### config.mk
export PLATFORM = sky130hd
export DESIGN_NAME = vexriscv_ram_loader
export DESIGN_NICKNAME = d
export VERILOG_FILES = /design/src/rtl/vexriscv_ram_loader.sv
export SDC_FILE = /design/constraint.sdc
export NUM_CORES = 1
export LEC_CHECK = 0
export ABC_AREA = 1
export BUFFER_PORTS_ARGS = -buffer_cell sky130_fd_sc_hd__buf_2
export CAP_MARGIN = 20
export CORE_MARGIN = 2
export CORE_UTILIZATION = 35
export DETAILED_ROUTE_END_ITERATION = 7
export PLACE_DENSITY = 0.63
export SYNTH_ARGS = -nofsm -noshare
export SYNTH_HDL_FRONTEND = slang
export SYNTH_SLANG_ARGS = --single-unit
### constraint.sdc
create_clock -name clk -period 4.3 [get_ports clk]
set_clock_uncertainty 0.15 [all_clocks]
set_input_delay 0.43 -clock clk [delete_from_list [all_inputs] [get_ports clk]]
set_output_delay 0.43 -clock clk [all_outputs]
set_load 0.05 [all_outputs]
### src/rtl/vexriscv_ram_loader.sv
// vexriscv_ram_loader: loads a checksummed byte-stream image into RAM, reads it back to verify, then releases the CPU
// clk, rst       : single clock, synchronous active-high reset
// rx_data/valid  : incoming bytes; rx_ready high when a byte can be taken
// mem_*          : RAM port (word address, byte write enables, data in/out)
// cpu_rst        : high in every state except DONE
// load_done/err  : image verified / frame or checksum error
module vexriscv_ram_loader #(
    parameter int RAM_DEPTH = 1024,
    parameter int ADDR_W    = $clog2(RAM_DEPTH)
) (
    input  logic              clk,
    input  logic              rst,
    input  logic [7:0]        rx_data,
    input  logic              rx_valid,
    output logic              rx_ready,
    output logic              mem_en,
    output logic [3:0]        mem_we,
    output logic [ADDR_W-1:0] mem_addr,
    output logic [31:0]       mem_din,
    input  logic [31:0]       mem_dout,
    output logic              cpu_rst,
    output logic              load_done,
    output logic              load_err
);
    typedef enum logic [3:0] {IDLE, LEN0, LEN1, DATA, WRITE, CSUM, VERIFY, DONE, ERR} state_t;
    state_t state, state_n;
    logic [15:0] cnt, widx;
    logic [16:0] vc;
    logic [1:0]  bidx;
    logic [23:0] word;
    logic [7:0]  rx_sum, rb_sum, csum, rb_next;
    logic        fire, sample, last;
    assign fire = rx_valid && rx_ready;
    // vc counts VERIFY cycles; read data for the read issued in cycle vc arrives while vc+1 is current
    always_comb begin
        sample  = state == VERIFY && vc != 17'd0;
        rb_next = rb_sum + (sample ? 8'(mem_dout[7:0] + mem_dout[15:8] + mem_dout[23:16] + mem_dout[31:24]) : 8'd0);
        last    = vc == {1'b0, cnt};
        state_n = state;
        case (state)
            IDLE:    state_n = (fire && rx_data == 8'hA5) ? LEN0 : IDLE;
            LEN0:    state_n = fire ? LEN1 : LEN0;
            LEN1:    state_n = !fire ? LEN1 :
                               ({rx_data, cnt[7:0]} == 16'd0) ? CSUM :
                               ({1'b0, rx_data, cnt[7:0]} > 17'(RAM_DEPTH)) ? ERR : DATA;
            DATA:    state_n = (fire && bidx == 2'd3) ? WRITE : DATA;
            WRITE:   state_n = (widx + 16'd1 == cnt) ? CSUM : DATA;
            CSUM:    state_n = fire ? VERIFY : CSUM;
            VERIFY:  state_n = !last ? VERIFY : (rb_next == csum && rx_sum == csum) ? DONE : ERR;
            DONE:    state_n = DONE;
            ERR:     state_n = (fire && rx_data == 8'hA5) ? LEN0 : ERR;
            default: state_n = IDLE;
        endcase
    end
    always_ff @(posedge clk) begin
        if (rst) begin
            state     <= IDLE;
            rx_ready  <= 1'b0;
            mem_en    <= 1'b0;
            mem_we    <= 4'h0;
            mem_addr  <= '0;
            mem_din   <= 32'h0;
            cpu_rst   <= 1'b1;
            load_done <= 1'b0;
            load_err  <= 1'b0;
            cnt       <= 16'h0;
            widx      <= 16'h0;
            vc        <= 17'h0;
            bidx      <= 2'd0;
            word      <= 24'h0;
            rx_sum    <= 8'h0;
            rb_sum    <= 8'h0;
            csum      <= 8'h0;
        end else begin
            state     <= state_n;
            rx_ready  <= state_n inside {IDLE, LEN0, LEN1, DATA, CSUM, ERR};
            cpu_rst   <= state_n != DONE;
            load_done <= state_n == DONE;
            load_err  <= state_n == ERR;
            mem_en    <= 1'b0;
            mem_we    <= 4'h0;
            case (state)
                IDLE, ERR: if (fire && rx_data == 8'hA5) begin
                    cnt    <= 16'h0;
                    widx   <= 16'h0;
                    vc     <= 17'h0;
                    bidx   <= 2'd0;
                    word   <= 24'h0;
                    rx_sum <= 8'h0;
                    rb_sum <= 8'h0;
                    csum   <= 8'h0;
                end
                LEN0: if (fire) cnt[7:0] <= rx_data;
                LEN1: if (fire) cnt[15:8] <= rx_data;
                DATA: if (fire) begin
                    rx_sum <= rx_sum + rx_data;
                    bidx   <= bidx + 2'd1;
                    if (bidx == 2'd3) begin
                        mem_en   <= 1'b1;
                        mem_we   <= 4'hF;
                        mem_addr <= widx[ADDR_W-1:0];
                        mem_din  <= {rx_data, word};
                    end else begin
                        word[{bidx, 3'b000} +: 8] <= rx_data;
                    end
                end
                WRITE: widx <= widx + 16'd1;
                // first read goes out in the first VERIFY cycle
                CSUM: if (fire) begin
                    csum     <= rx_data;
                    vc       <= 17'h0;
                    mem_en   <= cnt != 16'h0;
                    mem_addr <= '0;
                end
                VERIFY: begin
                    vc     <= vc + 17'd1;
                    rb_sum <= rb_next;
                    if (vc + 17'd1 < {1'b0, cnt}) begin
                        mem_en   <= 1'b1;
                        mem_addr <= ADDR_W'(vc + 17'd1);
                    end
                end
                default: ;
            endcase
        end
    end
endmodule

==> results of run 1 <==
[through the flow]
step | util [%] | hold slack [ns] | TNS (ns)
CTS | 40.9 | 0.221 | 0
floorplan | - | 0.280 | 0
global placement | 38.6 | 0.291 | -1.36
global route | 41.3 | 0.227 | -0.130
finish | 41.3 | 0.242 | 0
detailed placement | 38.6 | 0.299 | -1.96
[cell type report]
cell class,instances,area share (%)
multi-input cells,884,50.1
flip-flops and latches,151,29.1
inverters,164,5.92
repair buffers,103,5.28
clock buffers,17,4.09
well taps,330,3.97
clock inverters,15,1.53
[cell usage after synthesis, drive strengths merged (2+ instances only)]
| cell | count |
|---|---|
| a211oi | 27 |
| a21oi | 146 |
| a31oi | 3 |
| a41oi | 8 |
| buf | 13 |
| clkbuf | 30 |
| dfxtp | 151 |
| fa | 16 |
| ha | 44 |
| inv | 163 |
| nand2 | 260 |
| nand3 | 67 |
| nand4 | 20 |
| nor2 | 107 |
| nor3 | 17 |
| nor4 | 6 |
| o211a | 5 |
| o211ai | 3 |
| o21ai | 68 |
| o21bai | 3 |
| o221ai | 2 |
| o22ai | 8 |
| or2 | 13 |
| or3 | 3 |
| xnor2 | 8 |
| xor2 | 39 |
[how the worst max path moves through the flow]
stage / from / to / slack, ns / depth (start not counted)
after floorplan: mem_dout[1] / rx_ready / 0.09 / 22
after global placement: mem_dout[1] / rx_ready / -0.26 / 23
after detailed placement: mem_dout[1] / rx_ready / -0.36 / 23
after CTS: mem_dout[1] / rx_ready / 0.09 / 23
after global routing: mem_dout[1] / rx_ready / -0.06 / 23
final: mem_dout[1] / rx_ready / 0.20 / 25
[worst min-delay path, cell delays in order]
cell	delay, ns
buf_2	0.18
inv_2	0.10
a21oi_1	0.06
[logic make-up after synthesis]
| group | count (synthesis) | share of synthesized area (%) |
|---|---|---|
| AO/OA/AOI/OAI | 280 | 17.9 |
| XOR/XNOR | 48 | 4.93 |
| adder cells (fa/ha/maj) | 60 | 9.72 |
| buffers and inverters | 207 | 8.94 |
| flip-flops | 151 | 33.8 |
| AND/OR/NAND/NOR | 496 | 24.8 |
[metal layers]
metal	wire, µm	part of all wire, %	up-vias	global-route usage, %
li1	-	-	4272	-
met1	11500	48	3902	24.6
met2	11100	46	218	29.3
met3	1290	5.3	20	3.61
met4	263	1.1	0	4.59
met5	0	0	-	0
[flip-flops by register name, indices dropped and copies added (netlist names), 10 cells and up]
name,count
word,24
mem_din,32
widx,16
mem_addr,10
vc,17
cnt,16
[where the power goes]
part           leakage [nW]  switching [mW]  internal [mW]
combinational          3.17           0.164          0.104
sequential             1.22         0.00115           1.40
clock                 0.282           0.663          0.819
total                  4.67           0.829           2.32
[repair_timing]
item | 4_1_cts | 5_1_grt
hold buffers | 0 | 0
resized for setup | 0 | 22
endpoints found under the setup margin | 0 | 8
setup buffers | 0 | 1
==> out/results.md, run 1 <==
- complete, no violations — result of the run
- 54 — Distinct cells, synth
- 32.2% — relative slew slack
- 1242 — synthesized netlist cell count
- 0.55 ns — r2r setup slk
- 5210 µm² — multi-input combinational cell area
- 4.44 ns — data required time at the worst endpoint
- 14.5 µm — post-detailed-route wirelength per cell
- -0.356 ns — worst-case setup slack after placement
- 4.24 ns — Worst EP arrival
- 1.01 ns — Tightest Pin Transition
- 38.9 mm — first-pass GRT wire length
- dfxtp_1 — largest area contributor in the synthesized netlist
- 3020 µm² — register area
- nand2_1 — most common library cell in the layout ignoring fill and taps
- adder cells — delay-heaviest family, CP
- 4.10 ns — fin crit period
- 3.15 mW — total power of the final layout
- 0 — overflow left after global routing
- 1631 — instance count after placement with tap cells included
- 25200 µm² — Core ar.
- 303 nW/µm² — areal power density over the cells
- 16.3% — share of post-route cells with drive strength above 1
- 0 — post-route DRC violation count
- rx_ready — worst reg2reg endpoint
- 9720 µm² — Placed Area
- 58 — site row count
- 5 — number of buffer and inverter stages on the critical path
- 551 — detailed router's first-iteration violation count
- 4 — H-Tree Level Count
- 0 — number of violations of the max-capacitance limit
- 8412 — total vias in the final route
- 2609 — fill count
- 8960 µm² — Mapped Area
- 244 MHz — highest clock frequency the design can meet
- clkbuf_16 — clock root buffer master
- 18.1% — total global routing track utilization
- 5.06 — routed vias/inst
- 248 x nand2_1, 151 x dfxtp_1, 148 x inv_1 — commonest cells after routing, fill and taps aside
- dfxtp_1 — primary flip-flop cell chosen by synthesis mapping
- 4.67 nW — static power due to leakage
- vc[0] — start of the worst register-to-register path
- 0% — Synth async-reset ratio
- inv_1 — Crit path top cell by count
- 0 — max-slew violation count
- fa_1 — slowest library cell on the worst path
- 2 — maximum root-to-sink buffer count
- 0.52 ns — delay contributed by the slowest stage of the critical path
- in -> reg — Min-Delay Path Class
- 33.8% — fraction of post-synthesis cell area in the top cell type by area
- 10400 µm² — post-route cell area
- done — clock tree from TritonCTS
- 0 — number of hold violations in the final report
- 0.43 ns — latest clock arrival within the worst-skew pair
- 0 — number of nets still failing antenna checks after routing
- 1424 — fin nets
- 24.1 mm — drt total wl
- 17 — clock buffer count from CTS
- 94 — I/O pin cnt
- 0.264 mV — VDD IR-drop max
- 26900 µm² — die footprint
- 7.21 µm² — mean area per synthesized cell
- rx_data[0] — hold path startpoint
- 1345 — Net Count, Synth
- 0 — antenna violations before repair
- 0 — EDFF count, synth
- 95.4% — post-route fraction of the period consumed by the critical path
- 57 — largest net degree at the start of global routing
- 0.199 ns — post-route worst setup slack
- dfxtp_1 34%, nand2_1 11%, a21oi_1 8.0% — cell types occupying the most area after synthesis
- 0.06 ns — clock transition at the register clock pins on the worst setup and hold paths after CTS
- 3 — worst hold path cell count
- 7740 — via count of the first global-routing pass
- 164 µm — height of the chip
- 17.7 mm — half-perimeter wire length of the detailed placement result
- primary input — kind of start point of the critical path
- 0 — Diodes inserted
- 33.8% — portion of the post-synthesis area used by sequential elements
- 151 — #FFs+latches synth
- 93 — quantity of I/O buffers inserted on ports
- 1664 — non-filler cells in the finished layout
- 164 µm — die width
- 151 — number of sinks driven by the clock tree
- mem_din[24] — Min-Delay Endpoint
- 35.6% — Starting Density
- 0 — Final setup violation count
- 5 — maximum fanout along the worst path
- 5 — iteration count of the initial detailed-routing pass
- 21 — number of cells traversed by the worst register-to-register path
- 0 — number of synthesis warnings
- 0.934 — final weighted congestion in routability-driven placement
- 16.1% — area growth from synthesis to layout
- in -> reg — Worst Path Class, Setup
- flop — crit path capture type
Power figures use the tool's default switching activity.
==> run 2, diff against run 1 <==
--- a/config.mk
+++ b/config.mk
@@ -8,10 +8,12 @@
 export ABC_AREA = 1
 export BUFFER_PORTS_ARGS = -buffer_cell sky130_fd_sc_hd__buf_2
 export CAP_MARGIN = 20
+export CELL_PAD_IN_SITES_DETAIL_PLACEMENT = 2
+export CELL_PAD_IN_SITES_GLOBAL_PLACEMENT = 2
 export CORE_MARGIN = 2
-export CORE_UTILIZATION = 35
+export CORE_UTILIZATION = 31
 export DETAILED_ROUTE_END_ITERATION = 7
-export PLACE_DENSITY = 0.63
+export PLACE_DENSITY = 0.86
 export SYNTH_ARGS = -nofsm -noshare
 export SYNTH_HDL_FRONTEND = slang
 export SYNTH_SLANG_ARGS = --single-unit
==> constraint.sdc (replaced) <==
create_clock -name clk -period 4.3 [get_ports clk]
set_clock_uncertainty 0.15 [all_clocks]
set_input_delay 0.215 -clock clk [delete_from_list [all_inputs] [get_ports clk]]
set_output_delay 0.215 -clock clk [all_outputs]
set_load 0.05 [all_outputs]
==> out/results.md, run 2 (synthesized netlist as in run 1, its figures left out) <==
- 4.68 nW — static power due to leakage, was 4.67 nW
- mem_din — Most flops, register, unchanged
- 2.44 mW — internal power, was 2.32 mW
- 3440 — fill count, was 2609
- 0 — Diodes inserted, unchanged
- 9830 µm² — Placed Area, was 9720 µm²
- complete, no violations — result of the run, unchanged
- 174 µm — die width, was 164 µm
- clkbuf_16 — clock root buffer master, unchanged
- 7 — number of buffer and inverter stages on the critical path, was 5
- 41.5% — Flop pwr share, was 44.4%
- 423 — detailed router's first-iteration violation count, was 551
- 17 — clock buffer count from CTS, unchanged
- 9151 — total vias in the final route, was 8412
- 0 ns — accumulated negative setup slack, unchanged
- 174 µm — height of the chip, was 164 µm
- 5.31 — routed vias/inst, was 5.06
- 20.3 µm — post-detailed-route wirelength per cell, was 14.5 µm
- 34.9 mm — drt total wl, was 24.1 mm
- 17.5% — area growth from synthesis to layout, was 16.1%
- 24.1 mm — half-perimeter wire length of the detailed placement result, was 17.7 mm
- 0.46 ns — latest clock arrival within the worst-skew pair, was 0.43 ns
- 0 — overflow left after global routing, unchanged
- mem_din x32, word x24, vc x17 — Regs by FF count, unchanged
- 62 — site row count, was 58
- 0 — number of violations of the max-capacitance limit, unchanged
- 4.32 ns — Worst EP arrival, was 4.24 ns
- 0 — Post-CTS Setup Bufs, unchanged
- 321 nW/µm² — areal power density over the cells, was 303 nW/µm²
- 0 — antenna violations before repair, unchanged
- 94 — I/O pin cnt, unchanged
- mem_dout[1] — launch point of the worst path, unchanged
- in -> reg — Worst Path Class, Setup, unchanged
- 93 — quantity of I/O buffers inserted on ports, unchanged
- adder cells — delay-heaviest family, CP, unchanged
- 23.3% — total global routing track utilization, was 18.1%
- fa_1 — slowest library cell on the worst path, unchanged
- 46.7% — relative slew slack, was 32.2%
- 8.6% — portion of total power attributed to combinational logic, was 8.5%
- 0.35 ns — r2r setup slk, was 0.55 ns
- 32 — flip-flop count of the largest register, all copies and words added, unchanged
- 55.6 mm — first-pass GRT wire length, was 38.9 mm
- primary input — kind of start point of the critical path, unchanged
- flop — crit path capture type, unchanged
- 28500 µm² — Core ar., was 25200 µm²
- 22 — number of cells traversed by the worst register-to-register path, was 21
- 28 — path length in cells of the critical path, was 25
- 251 x nand2_1, 151 x dfxtp_1, 149 x inv_1 — commonest cells after routing, fill and taps aside, was 248 x nand2_1, 151 x dfxtp_1, 148 x inv_1
- 5 — maximum fanout along the worst path, unchanged
- 27.6% — share of total power consumed by net switching, was 26.3%
- 49.9% — portion of total power attributed to the clock network, was 47.0%
- 10.2k — via count of the first global-routing pass, was 7740
- load_done — worst reg2reg endpoint, was rx_ready
- 0.933 mW — Net Sw Power, was 0.829 mW
- vc[0] — start of the worst register-to-register path, unchanged
- 5 — iteration count of the initial detailed-routing pass, unchanged
- 0.07 ns — clock transition at the register clock pins on the worst setup and hold paths after CTS, was 0.06 ns
- 0 — post-route DRC violation count, unchanged
- 0.797 ns — Tightest Pin Transition, was 1.01 ns
- 4.08 ns — fin crit period, was 4.10 ns
- 0.54 ns — delay contributed by the slowest stage of the critical path, was 0.52 ns
- 1428 — fin nets, was 1424
- 0.831 — final weighted congestion in routability-driven placement, was 0.934
- 0 — max-slew violation count, unchanged
- 10500 µm² — post-route cell area, was 10400 µm²
- 54 — largest net degree at the start of global routing, was 57
- 30300 µm² — die footprint, was 26900 µm²
- 0 — number of hold violations in the final report, unchanged
- load_done — CP endpoint, was rx_ready
- done — clock tree from TritonCTS, unchanged
- in -> reg — Min-Delay Path Class, unchanged
- 31.4% — Starting Density, was 35.6%
- 94.8% — post-route fraction of the period consumed by the critical path, was 95.4%
- nand2_1 — most common library cell in the layout ignoring fill and taps, unchanged
- 0 — Final setup violation count, unchanged
- inv_1 — Crit path top cell by count, unchanged
- 4 — H-Tree Level Count, unchanged
- 0 — number of nets still failing antenna checks after routing, unchanged
- 245 MHz — highest clock frequency the design can meet, was 244 MHz
- 15.7% — share of post-route cells with drive strength above 1, was 16.3%
- 151 — number of sinks driven by the clock tree, unchanged
- 0.234 mV — VDD IR-drop max, was 0.264 mV
- 4.54 ns — data required time at the worst endpoint, was 4.44 ns
- 2 — maximum root-to-sink buffer count, unchanged
[run 2: cell count changes in the layout (fill, tap and decap cells not counted), sizes merged]
| cell | change |
|---|---|
| buf | +3 |
| bufinv | +2 |
| clkinv | -2 |
| clkinvlp | -1 |
| dlygate4sd3 | +1 |
| inv | +1 |
[run 2: cell type report]
cell class	instances	area, µm²	share of cell area (%)
multi-input combinational	884	5180	49.3
inverter	164	616	5.85
sequential	151	3020	28.7
tap	384	480	4.57
timing repair buffer	107	588	5.59
clock buffer	17	425	4.04
clock inverter	15	208	1.97
[run 2: worst reg2reg max path, stage by stage (launching register included)]
cell     delay (ns)
dfxtp_1        0.36
inv_1          0.15
ha_1           0.22
nand4_1        0.12
nor2_1         0.19
a21oi_2        0.10
inv_1          0.18
nor2_1         0.11
ha_1           0.24
fa_1           0.46
xnor2_1        0.29
a21oi_1        0.12
nor2_1         0.14
nand3_1        0.08
nor2_1         0.12
nand3_1        0.10
nor2_2         0.14
nand3_1        0.14
nand2_1        0.10
nand2_2        0.09
nand3_1        0.11
nand2_1        0.08
inv_1          0.10
[run 2: worst min-delay path by stage]
| stage | endpoint | start | cells after the start |
|---|---|---|---|
| after floorplan | mem_din[24] | rx_data[0] | 2 |
| after detailed placement | mem_din[21] | word[21] | 2 |
| after global placement | mem_din[2] | word[2] | 2 |
| after CTS | cnt[14] | rx_data[6] | 3 |
| final | cnt[14] | rx_data[6] | 3 |
| after global routing | cnt[14] | rx_data[6] | 3 |
[run 2: power by group through the flow]
| stage | logic, mW | clock network (mW) | registers (mW) |
|---|---|---|---|
| CTS | 0.293 | 1.71 | 1.40 |
| global placement | 0.268 | 0 | 1.43 |
| global route | 0.327 | 1.76 | 1.40 |
| detailed placement | 0.289 | 0 | 1.43 |
| floorplan | 0.172 | 0 | 1.43 |
| finish | 0.291 | 1.68 | 1.40 |
[run 2: what timing repair did]
item / CTS / global route
hold endpoints to repair: 1 / 0
endpoints found under the setup margin: 0 / 15
resized for setup: 0 / 11
hold buffers: 1 / 0
[run 2: metal layers]
metal	up-vias	wire, µm	global-route usage [%]
met2	168	17600	41.6
met4	0	1080	9.00
li1	4269	-	-
met5	-	0	0
met1	4637	15000	27.7
met3	77	1140	4.09
[run 2: per-stage QoR]
stage          total power [mW]  cells  hold slack [ns]  setup WS, ns  utilization (%)
2_1_floorplan              1.61   1242            0.205         0.306                -
3_3_place_gp               1.70   1688            0.297       -0.0896             34.4
3_5_place_dp               1.72   1688            0.306        -0.271             34.4
4_1_cts                    3.40   1721          0.00937        0.0930             36.7
5_1_grt                    3.49   1722           0.0268       -0.0326             36.9
6_report                   3.37   1722           0.0329         0.222             36.9
==> run 3, diff against run 2 <==
--- a/config.mk
+++ b/config.mk
@@ -5,13 +5,12 @@
 export SDC_FILE = /design/constraint.sdc
 export NUM_CORES = 1
 export LEC_CHECK = 0
-export ABC_AREA = 1
 export BUFFER_PORTS_ARGS = -buffer_cell sky130_fd_sc_hd__buf_2
 export CAP_MARGIN = 20
 export CELL_PAD_IN_SITES_DETAIL_PLACEMENT = 2
 export CELL_PAD_IN_SITES_GLOBAL_PLACEMENT = 2
 export CORE_MARGIN = 2
-export CORE_UTILIZATION = 31
+export CORE_UTILIZATION = 32
 export DETAILED_ROUTE_END_ITERATION = 7
 export PLACE_DENSITY = 0.86
 export SYNTH_ARGS = -nofsm -noshare
==> out/results.md, run 3 <==
- 4.82 ns — Worst EP arrival, was 4.32 ns
- 21.5% — area growth from synthesis to layout, was 17.5%
- 27900 µm² — Core ar., was 28500 µm²
- mem_din — Most flops, register, unchanged
- 0.00294 ns — Post-Route Hold Slack, was 0.0329 ns
- 151 — #FFs+latches synth, unchanged
- 9 — Final setup violation count, was 0
- 0.45 ns — latest clock arrival within the worst-skew pair, was 0.46 ns
- 1168 — synthesized netlist cell count, was 1242
- 19.0% — share of post-route cells with drive strength above 1, was 15.7%
- done — clock tree from TritonCTS, unchanged
- 496 — detailed router's first-iteration violation count, was 423
- 4.60 ns — fin crit period, was 4.08 ns
- 1271 — Net Count, Synth, was 1345
- 189 x nand2_1, 151 x dfxtp_1, 145 x a21oi_1 — commonest cells after routing, fill and taps aside, was 251 x nand2_1, 151 x dfxtp_1, 149 x inv_1
- dfxtp_1 33%, a21oi_1 8.2%, nand2_1 7.9% — cell types occupying the most area after synthesis, was dfxtp_1 34%, nand2_1 11%, a21oi_1 8.0%
- in -> reg — Worst Path Class, Setup, unchanged
- 46.9% — portion of total power attributed to the clock network, was 49.9%
- 11.4% — portion of total power attributed to combinational logic, was 8.6%
- 0 — CTS Hold Bufs, was 1
- buf_6, fa_1, inv_2, fa_2, inv_2, ha_4, inv_2, fa_2, nor2_1, ha_1, nand3_1, a21boi_0, a41oi_4, xnor2_4, o21a_1, buf_6, nor4bb_4, nor3_4, buf_4, a211oi_2 — cell chain of the critical path
- 9060 µm² — Mapped Area, was 8960 µm²
- 58.0 mm — first-pass GRT wire length, was 55.6 mm
- 0.07 ns — clock transition at the register clock pins on the worst setup and hold paths after CTS, about the same
- dfxtp_1 — largest area contributor in the synthesized netlist, unchanged
- 61 — site row count, was 62
- 33.4% — portion of the post-synthesis area used by sequential elements, was 33.8%
- 32.5% — Starting Density, was 31.4%
- 190 x nand2_1, 151 x dfxtp_1, 149 x a21oi_1 — most frequent cells after synthesis, was 253 x nand2_1, 151 x dfxtp_1, 149 x inv_1
- 3.37 mW — total power of the final layout, about the same
- 17 — clock buffer count from CTS, unchanged
- 0.55 ns — delay contributed by the slowest stage of the critical path, was 0.54 ns
- 0.983 mW — Net Sw Power, was 0.933 mW
- 9382 — total vias in the final route, was 9151
- flop — crit path capture type, unchanged
- 5 — iteration count of the initial detailed-routing pass, unchanged
- fa_1 — slowest library cell on the worst path, unchanged
- 100 — largest net degree at the start of global routing, was 54
- 0 — antenna violations before repair, unchanged
- -1.68 ns — accumulated negative setup slack, was 0 ns
- 10.5k — via count of the first global-routing pass, was 10.2k
- mem_din x32, word x24, vc x17 — Regs by FF count, unchanged
- true — unrepaired setup endpoints after global routing
- dfxtp_1 — primary flip-flop cell chosen by synthesis mapping, unchanged
- 2.39 mW — internal power, was 2.44 mW
- 1642 — non-filler cells in the finished layout, was 1722
- finished, violations left — result of the run, was complete, no violations
- 7.76 µm² — mean area per synthesized cell, was 7.21 µm²
- 65 — Distinct cells, synth, was 54
- 172 µm — die width, was 174 µm
- 4 — maximum fanout along the worst path, was 5
- primary input — kind of start point of the critical path, unchanged
- negative setup slack — failing checks
- 5.71 — routed vias/inst, was 5.31
- 4 — H-Tree Level Count, unchanged
- 0.212 mV — VDD IR-drop max, was 0.234 mV
- nand2_1 — most common cell in the synthesized netlist, unchanged
- clkbuf_16 — clock root buffer master, unchanged
- 2 — maximum root-to-sink buffer count, unchanged
- 23.2 µm — post-detailed-route wirelength per cell, was 20.3 µm
- 38.1 mm — drt total wl, was 34.9 mm
- 4.25 nW — static power due to leakage, was 4.68 nW
- 39.0% — relative slew slack, was 46.7%
- 0.827 — final weighted congestion in routability-driven placement, was 0.831
- inv_2 — Crit path top cell by count, was inv_1
- 41.6% — Flop pwr share, was 41.5%
- 32 — flip-flop count of the largest register, all copies and words added, unchanged
- 0% — Synth async-reset ratio, unchanged
- 4.52 ns — data required time at the worst endpoint, was 4.54 ns
- 0 — number of synthesis warnings, unchanged
- 0 — Diodes inserted, unchanged
- 29.1% — share of total power consumed by net switching, was 27.6%
- 23.5 mm — half-perimeter wire length of the detailed placement result, was 24.1 mm
- 33.4% — fraction of post-synthesis cell area in the top cell type by area, was 33.8%
- 93 — quantity of I/O buffers inserted on ports, unchanged
- 0 — overflow left after global routing, unchanged
- 0 — EDFF count, synth, unchanged
- 0 — number of hold violations in the final report, unchanged
- 1354 — fin nets, was 1428
- 218 MHz — highest clock frequency the design can meet, was 245 MHz
- 1598 — instance count after placement with tap cells included, was 1688
- 0 — number of violations of the max-capacitance limit, unchanged
- nand2_1 — most common library cell in the layout ignoring fill and taps, unchanged
- 94 — I/O pin cnt, unchanged
- 0 — number of nets still failing antenna checks after routing, unchanged
- 0 — post-route DRC violation count, unchanged
- 0.907 ns — Tightest Pin Transition, was 0.797 ns
- 151 — number of sinks driven by the clock tree, unchanged
- 172 µm — height of the chip, was 174 µm
- 29700 µm² — die footprint, was 30300 µm²
- 107% — post-route fraction of the period consumed by the critical path, was 94.8%
- 306 nW/µm² — areal power density over the cells, was 321 nW/µm²
- 25.3% — total global routing track utilization, was 23.3%
- -0.296 ns — post-route worst setup slack, was 0.222 ns
- 0 — max-slew violation count, unchanged
- in -> reg — Min-Delay Path Class, unchanged
==> run 3: changes by cell type after synthesis, moves of 12 or more <==
cell | previous run | this run
clkbuf_1 | 30 | 73
o21ai_0 | 65 | 23
inv_2 | 14 | 0
and2_1 | 0 | 12
nor3_1 | 13 | 27
nand3_1 | 63 | 92
a311oi_1 | 0 | 13
nor2_1 | 92 | 65
a211oi_1 | 27 | 9
inv_1 | 149 | 40
nand2_1 | 253 | 190
a21o_1 | 1 | 16
xnor2_1 | 8 | 47
==> run 3: timing repair <==
item / in CTS / in global routing
endpoints found under the setup margin: 8 / 20
buffers inserted: 5 / 5
pin swaps: 21 / 22
gates resized for setup: 29 / 19
==> run 3: kinds of logic after synthesis <==
kind of cell / share of synthesized area [%]
buffers and inverters: 6.05
DFF: 33.4
and+or+nand+nor: 25.4
muxes: 0.110
xor gates and xnor gates: 7.91
adders and majority gates: 9.61
AOI/OAI and AO/OA: 17.5
==> run 3: worst max-delay path: cells and delay by family <==
kind	cells	cell delay (ns)
and+or+nand+nor	4	0.68
AOI/OAI and AO/OA	4	1.12
adders and majority gates	5	2.03
buffers and inverters	6	0.54
xor gates and xnor gates	1	0.24
==> run 3: power by group through the flow <==
stage          sequential, mW  combinational, mW  clock, mW
2_1_floorplan            1.44              0.203          0
3_3_place_gp             1.44              0.308          0
3_5_place_dp             1.44              0.336          0
4_1_cts                  1.40              0.362       1.60
5_1_grt                  1.40              0.417       1.67
6_report                 1.40              0.386       1.58
==> run 3: layout make-up <==
| type | instances | area [µm²] |
|---|---|---|
| fill | 3158 | 16800 |
| multi-input combinational | 882 | 5760 |
| sequential | 151 | 3020 |
| timing repair buffer | 159 | 1000 |
| tap | 378 | 473 |
| clock buffer | 17 | 425 |
| clock inverter | 15 | 173 |
| inverter | 40 | 150 |
==> run 3: final timing paths <==
path,end,depth (start not counted),slack (ns),start
min,rx_sum[4],2,0.003,rst
max,load_done,20,-0.30,mem_dout[9]
max reg2reg,load_done,17,-0.20,vc[1]
min reg2reg,mem_din[6],2,0.31,mem_din[6]
==> run 3: metal layers <==
layer / global-route usage (%) / wire length (µm)
met3: 4.21 / 1460
met1: 28.0 / 15000
met5: 0 / 0
met4: 12.2 / 1730
met2: 47.0 / 19900
==> run 3: per-stage QoR <==
stage               util, %  cell area [µm²]  worst slack (ns)
floorplan                 -             9110            -0.134
global placement       36.1            10100            -0.509
detailed placement     36.1            10100            -0.823
CTS                    39.0            10900           -0.0966
global route           39.5            11000            -0.441
finish                 39.5            11000            -0.296
